==> src/rtl/move_list_sequencer.sv <==
// rtl/move_list_sequencer.sv - sequences one LMG run: launch, drain FIFO into move RAM, arbitrate with Avalon writes
module move_list_sequencer #(
    parameter int DATA_WIDTH  = 32,
    parameter int ADDR_WIDTH  = 15,
    parameter int BASE_ADDR   = 16,
    parameter int MAX_ENTRIES = 32752
) (
    input  logic                  i_clk,
    input  logic                  i_reset,
    input  logic                  i_start,
    output logic                  o_busy,
    output logic                  o_done,
    output logic                  o_overflow,
    output logic [ADDR_WIDTH-1:0] o_move_count,
    output logic                  o_lmg_start,
    input  logic                  i_lmg_done,
    input  logic                  i_fifo_empty,
    input  logic [DATA_WIDTH-1:0] i_fifo_q,
    output logic                  o_fifo_rdreq,
    input  logic                  i_av_wr_req,
    input  logic [ADDR_WIDTH-1:0] i_av_wr_addr,
    input  logic [DATA_WIDTH-1:0] i_av_wr_data,
    output logic                  o_ram_wren,
    output logic [ADDR_WIDTH-1:0] o_ram_wraddr,
    output logic [DATA_WIDTH-1:0] o_ram_data
);

    typedef enum logic [1:0] {S_IDLE, S_LAUNCH, S_DRAIN, S_DONE} state_t;

    localparam logic [ADDR_WIDTH-1:0] L_BASE = ADDR_WIDTH'(BASE_ADDR);
    localparam logic [ADDR_WIDTH-1:0] L_MAX  = ADDR_WIDTH'(MAX_ENTRIES);

    state_t                  r_state;
    state_t                  w_next;
    logic                    r_busy;
    logic                    r_done;
    logic                    r_overflow;
    logic                    r_lmg_start;
    logic                    r_done_latch;
    logic [ADDR_WIDTH-1:0]   r_move_count;

    logic                    w_room;
    logic                    w_drain_pop;
    logic                    w_flush;
    logic                    w_seq_wr;

    // Avalon has priority: a pending slave write stalls the drain for that cycle
    assign w_room       = (r_move_count < L_MAX);
    assign w_drain_pop  = (r_state == S_DRAIN) && !i_fifo_empty && !i_av_wr_req && !i_reset;
    assign w_flush      = (r_state == S_IDLE) && !i_fifo_empty && !i_reset;
    assign w_seq_wr     = w_drain_pop && w_room;

    assign o_fifo_rdreq = w_flush || w_drain_pop;
    assign o_ram_wren   = !i_reset && (i_av_wr_req || w_seq_wr);
    assign o_ram_wraddr = i_av_wr_req ? i_av_wr_addr : (L_BASE + r_move_count);
    assign o_ram_data   = i_av_wr_req ? i_av_wr_data : i_fifo_q;

    assign o_busy       = r_busy;
    assign o_done       = r_done;
    assign o_overflow   = r_overflow;
    assign o_move_count = r_move_count;
    assign o_lmg_start  = r_lmg_start;

    always_comb begin
        w_next = r_state;
        case (r_state)
            S_IDLE:   if (i_start && i_fifo_empty) w_next = S_LAUNCH;
            S_LAUNCH: w_next = i_start ? S_DRAIN : S_IDLE;
            S_DRAIN: begin
                if (!i_start)
                    w_next = S_IDLE;
                else if (i_fifo_empty && (r_done_latch || i_lmg_done))
                    w_next = S_DONE;
            end
            S_DONE:   if (!i_start) w_next = S_IDLE;
            default:  w_next = S_IDLE;
        endcase
    end

    // Status flags are derived from the next state so they line up with the state register
    always_ff @(posedge i_clk) begin
        if (i_reset) begin
            r_state      <= S_IDLE;
            r_busy       <= 1'b0;
            r_done       <= 1'b0;
            r_overflow   <= 1'b0;
            r_lmg_start  <= 1'b0;
            r_done_latch <= 1'b0;
            r_move_count <= '0;
        end else begin
            r_state     <= w_next;
            r_busy      <= (w_next == S_LAUNCH) || (w_next == S_DRAIN);
            r_lmg_start <= (w_next == S_LAUNCH);
            r_done      <= (w_next == S_DONE);
            if (r_state == S_IDLE && w_next == S_LAUNCH) begin
                r_move_count <= '0;
                r_overflow   <= 1'b0;
                r_done_latch <= 1'b0;
            end
            if (r_state == S_DRAIN && i_lmg_done)
                r_done_latch <= 1'b1;
            if (w_seq_wr)
                r_move_count <= r_move_count + ADDR_WIDTH'(1);
            if (w_drain_pop && !w_room)
                r_overflow <= 1'b1;
        end
    end

endmodule
==> config.mk <==
export PLATFORM = sky130hd
export DESIGN_NAME = move_list_sequencer
export DESIGN_NICKNAME = d
export VERILOG_FILES = /design/src/rtl/move_list_sequencer.sv
export SDC_FILE = /design/constraint.sdc
export NUM_CORES = 1
export LEC_CHECK = 0
export CAP_MARGIN = 20
export CORE_MARGIN = 2
export CORE_UTILIZATION = 33
export DETAILED_ROUTE_END_ITERATION = 6
export PLACE_DENSITY = 0.92
export SYNTH_ARGS = -nofsm -noshare
export SYNTH_HDL_FRONTEND = slang
export SYNTH_SLANG_ARGS = --single-unit
==> constraint.sdc <==
create_clock -name i_clk -period 2.75 [get_ports i_clk]
set_input_delay 0.275 -clock i_clk [delete_from_list [all_inputs] [get_ports i_clk]]
set_output_delay 0.275 -clock i_clk [all_outputs]
set_load 0.02 [all_outputs]
==> out/metrics.csv, run 1 <==
metric,value,unit
outcome,"finished, final reports clean",
worst_pin_slew,0.477,ns
worstRegToRegCells,8,
async_flop_share,0,%
final_cell_area,3550,sq um
cts_buffers,3,
r2r_setup_slack,0.26,ns
leakagePower,1.30,nW
syn_inst,226,
setup_viol,0,
clock_latency,0.26,ns
synth_cell_types,43,
cts_hold_buf,0,
worstSetupEndpointType,primary output,
slew_headroom,67.9,%
cp_data_arrival_time,2.23,ns
areaGrowthSynthToFinish,90.7,%
r2r_end,o_move_count[9],
drc,0,
grt_pass1_wl,11200,microns
synth-seq-cells,22,
critical_path.max_fanout,12,
yosysWarnings,0,
tns,0,ns
rsz0062_at_grt,false,
slew_violations,0,
ys_seq_area_share,23.7,%
grt_pass1_vias,2440,
max_freq,0.399,GHz
globalRouteMet1Util,25.3,%
routedWlPerCell,15.7,microns
die_h,79.1,microns
dp_slack,0.102,ns
crit_type,reg2out,
htreeDepth,1,
io_buffers,152,
die_area,6260,sq um
finalCritPeriodShare,91.2,%
grt_max_degree,33,
start_kind,register,
crit_end,o_ram_wraddr[14],
setup_ws,0.242,ns
root_buffer,clkbuf_8,
grt_use_met2,40.5,%
cts_tree,yes,
synth.cell_area,1860,sq um
min_period,2.51,ns
num_vias,2418,
track_usage,22.1,%
drv_cap,0,
nets,465,
top_usage_layer,met2,
hold_path_class,reg2reg,
post_cts_buffers,0,
cp-startpoint,o_move_count[5],
cts_sinks,22,
viasPerCell,5.41,
power_density,286,nW/um^2
ys.flop_type,dfxtp_1,
ant_nets,0,
post_dp_cell_area,3480,sq um
peakVddDrop,0.000183,V
cp.required,2.48,ns
drt_iter0_markers,202,
drive_above_1_share,14.7,%
ioPinCount,153,
overflow,0,
global_route.usage.met3,4.43,%
start_util,34.0,%
hpwl,5640,microns
hold_viol,0,
skew,0.00109,ns
gp_congestion,0.850,
power.total,1.01,mW
synth_edf_count,0,
antenna_cells,0,
core_area,5470,sq um
rr_startpoint,r_state[1],
firstDrtPassIters,4,
cts_max_path_buffers,2,
antenna_found_initial,0,
path_clk_slew,0.08,ns
syn_nets,315,
die_w,79.1,microns
wl,7030,microns
syn_area_per_cell,8.24,sq um
utilization,64.9,%
rows,27,
[through the flow]
step,cells,hold slack (ns)
final,447,0.514
after global routing,447,0.606
after CTS,447,0.508
after detailed placement,443,0.494
after global placement,443,0.483
after floorplan,226,0.461
[repair_timing]
item / 4_1_cts / 5_1_grt
resized for setup: 0 / 1
endpoints found under the setup margin: 0 / 1
hold endpoints to repair: 0 / 0
[synth_stat cells (2+ instances only)]
cell type / count / area, sq um
nand2_1: 13 / 48.8
nor2b_1: 8 / 50.1
nor2_1: 8 / 30.0
nor3_1: 4 / 20.0
o2111a_1: 2 / 22.5
xor2_1: 3 / 26.3
o221ai_1: 3 / 26.3
nand2b_1: 3 / 18.8
a221o_1: 3 / 30.0
a21boi_0: 2 / 15.0
inv_1: 10 / 37.5
and3_1: 3 / 18.8
ha_1: 4 / 50.1
mux2_2: 36 / 405
a21oi_1: 9 / 45.0
and4_1: 6 / 52.6
o21ai_0: 16 / 80.1
a21o_1: 5 / 37.5
clkbuf_1: 11 / 41.3
nand3_1: 16 / 80.1
xnor2_1: 4 / 35.0
o211ai_1: 5 / 37.5
a31oi_1: 4 / 25.0
nand4_1: 6 / 37.5
buf_2: 3 / 15.0
dfxtp_1: 22 / 440
[registers in the layout (all words and copies together) (netlist names)]
register      count
o_busy            1
o_done            1
o_move_count     15
o_overflow        1
r_done_latch      1
r_state           2
o_lmg_start       1
[power by group]
| group | switching (mW) | internal [mW] | leakage (nW) | total [mW] |
|---|---|---|---|---|
| clock network | 0.107 | 0.194 | 0.0357 | 0.301 |
| logic | 0.150 | 0.240 | 1.09 | 0.390 |
| registers | 0.00227 | 0.321 | 0.178 | 0.323 |
[worst min-delay path by stage]
| stage | depth (start not counted) | slack (ns) | endpoint | from |
|---|---|---|---|---|
| 2_1_floorplan | 2 | 0.46 | r_done_latch | r_done_latch |
| 3_3_place_gp | 2 | 0.48 | r_done_latch | r_done_latch |
| 3_5_place_dp | 2 | 0.49 | r_done_latch | r_done_latch |
| 4_1_cts | 2 | 0.51 | r_done_latch | r_done_latch |
| 5_1_grt | 2 | 0.61 | r_done_latch | r_done_latch |
| 6_report | 2 | 0.51 | r_done_latch | r_done_latch |
[layout by cell type, fill, tap and decap left out, drive strengths merged, types with 2 or more instances in the layout]
cell | netlist | layout
clkdlybuf4s50 | 0 | 151
mux2 | 36 | 36
dfxtp | 22 | 22
o21ai | 17 | 17
nand3 | 16 | 16
nand2 | 13 | 13
inv | 10 | 10
buf | 5 | 10
a21oi | 9 | 9
nor2 | 9 | 9
nor2b | 8 | 8
and4 | 6 | 6
nand4 | 6 | 6
a21o | 5 | 5
o211ai | 5 | 5
xnor2 | 4 | 4
nor3 | 4 | 4
a31oi | 4 | 4
ha | 4 | 4
xor2 | 3 | 3
nand2b | 3 | 3
o221ai | 3 | 3
a221o | 3 | 3
clkbuf | 11 | 3
and3 | 3 | 3
a21boi | 2 | 2
o2111a | 2 | 2
or3 | 2 | 2
or2 | 2 | 2
[kinds of logic (layout without fill, tap and decap cells)]
| group | after synthesis | after routing | synth area share (%) |
|---|---|---|---|
| AOI/OAI and AO/OA | 56 | 56 | 20.5 |
| muxes | 36 | 36 | 21.8 |
| xor gates and xnor gates | 7 | 7 | 3.29 |
| DFF | 22 | 22 | 23.7 |
| buffers and inverters | 26 | 175 | 5.85 |
| adders and majority gates | 4 | 4 | 2.69 |
| and+or+nand+nor | 75 | 75 | 22.2 |
[critical path, stage by stage (launching register included)]
cell and delay (ns):
dfxtp_1 0.35, ha_1 0.22, and3_2 0.35, nand4_1 0.14, xnor2_1 0.15, o21ai_0 0.14, clkdlybuf4s50_1 0.62
[layout make-up]
class                   count  area, sq um
flip-flops and latches     22          440
multi-input cells         178         1310
clock inverters             1         30.0
clock buffers               3         41.3
repair buffers            161         1600
fillers                   472         1920
well taps                  72         90.1
inverters                  10         37.5
[routing by layer]
layer | vias up | share of wire [%]
met4 | 0 | 2.3
li1 | 1145 | -
met1 | 1128 | 37
met5 | - | 0
met2 | 128 | 53
met3 | 17 | 8.0
Note: power is estimated with default switching activity, not from simulation.
==> run 2: changes to the inputs <==
Settings changed: ABC_CLOCK_PERIOD_IN_PS set to 2750, CORE_AREA set to 2 2 59 61, CORE_MARGIN 2 to unset, CORE_UTILIZATION 33 to unset, DIE_AREA set to 0 0 61 63, DONT_BUFFER_PORTS set to 1, PLACE_DENSITY 0.92 to 0.84.
==> out/metrics.csv, run 2 (synthesis results as in run 1) <==
metric,value,unit
top_usage_layer,met2,
rsz0062_at_grt,false,
root_buffer,clkbuf_4,
num_vias,1730,
wl,4970,microns
viasPerCell,6.38,
finalCritPeriodShare,88.6,%
cts_resized,0,
overflow,0,
r2r_setup_slack,0.31,ns
die_area,3840,sq um
grt_max_degree,62,
cts_tree,yes,
utilization,61.0,%
tns,0,ns
firstDrtPassIters,4,
setup_ws,0.313,ns
cts_buffers,3,
antenna_found_initial,0,
hp-start,i_start,
hold_ws,0.178,ns
ioPinCount,153,
min_period,2.44,ns
hold_path_class,in2reg,
drc,0,
post_dp_cell_area,1920,sq um
largest_reg_flops,15,
cp.required,3.03,ns
die_h,63,microns
peakVddDrop,0.000262,V
cts_hold_buf,1,
nets,315,
hold_path_depth,2,
hpwl,3910,microns
clock_latency,0.32,ns
path_clk_slew,0.13,ns
areaGrowthSynthToFinish,5.91,%
cp_data_arrival_time,2.71,ns
routedWlPerCell,18.3,microns
start_util,57.6,%
hold_viol,0,
start_kind,register,
worstSetupEndpointType,register,
rows,21,
grt_pass1_vias,1486,
worstRegToRegCells,8,
setup_viol,0,
final_cell_area,1970,sq um
grt_pass1_wl,7310,microns
holdPathEnd,r_state[1],
final_common_cell,mux2_2,
r2r_end,o_move_count[11],
crit_type,reg2reg,
leakagePower,0.713,nW
dp_slack,0.359,ns
mostFrequentLayoutCells,"mux2_2 (36), dfxtp_1 (22), o21ai_0 (16), nand3_1 (16), nand2_1 (13)",
power_density,339,nW/um^2
cts_max_path_buffers,2,
slew_headroom,41.8,%
critical_path.max_fanout,7,
gp_congestion,0.862,
slew_violations,0,
globalRouteMet1Util,31.2,%
core_area,3230,sq um
rr_startpoint,r_state[1],
max_freq,0.410,GHz
io_buffers,0,
worst_pin_slew,0.864,ns
outcome,"finished, final reports clean",
drive_above_1_share,23.6,%
post_cts_buffers,0,
track_usage,24.9,%
skew,0.00995,ns
global_route.usage.met3,11.2,%
ant_nets,0,
n_fill_cell,291,
grt_use_met2,38.2,%
antenna_cells,0,
die_w,61,microns
drt_iter0_markers,127,
drv_cap,0,
htreeDepth,1,
cts_sinks,22,
## run 2: worst max-delay path by stage
stage                               start                to  slack, ns
after global placement         r_state[1]  o_move_count[11]       0.50
final                          r_state[1]  o_move_count[11]       0.31
after detailed placement       r_state[1]   o_move_count[7]       0.36
after floorplan           o_move_count[4]  o_ram_wraddr[14]       0.43
after global routing           r_state[1]  o_move_count[11]       0.04
after CTS                      r_state[1]   o_move_count[7]       0.32
## run 2: routing by layer
| metal | vias to the layer above | part of all wire (%) |
|---|---|---|
| met4 | 0 | 1.1 |
| met1 | 778 | 40 |
| met5 | - | 0 |
| met2 | 102 | 46 |
| li1 | 843 | - |
| met3 | 7 | 13 |
## run 2: through the flow
stage,cells,power (mW)
global placement,265,0.486
global route,271,0.697
finish,271,0.669
detailed placement,265,0.487
CTS,270,0.671
floorplan,226,0.484
## run 2: where the power goes
part	switching (mW)	internal, mW
sequential	0.00456	0.322
clock	0.104	0.0810
combinational	0.101	0.0563
## run 2: worst max-delay path: stages, from the launching register on
cell and delay, ns:
dfxtp_1 0.45, inv_1 0.06, o311ai_0 0.33, a21boi_0 0.23
ha_1 0.26, nor3b_1 0.15, nor2_1 0.24, a21boi_0 0.45
a221o_1 0.23
## run 2: area by class of cell
class,count,area [sq um],share of cell area [%]
clock buffer,4,36.3,1.84
timing repair buffer,11,87.6,4.44
tap,46,57.6,2.92
inverter,10,37.5,1.90
multi-input combinational,178,1310,66.6
sequential,22,440,22.3
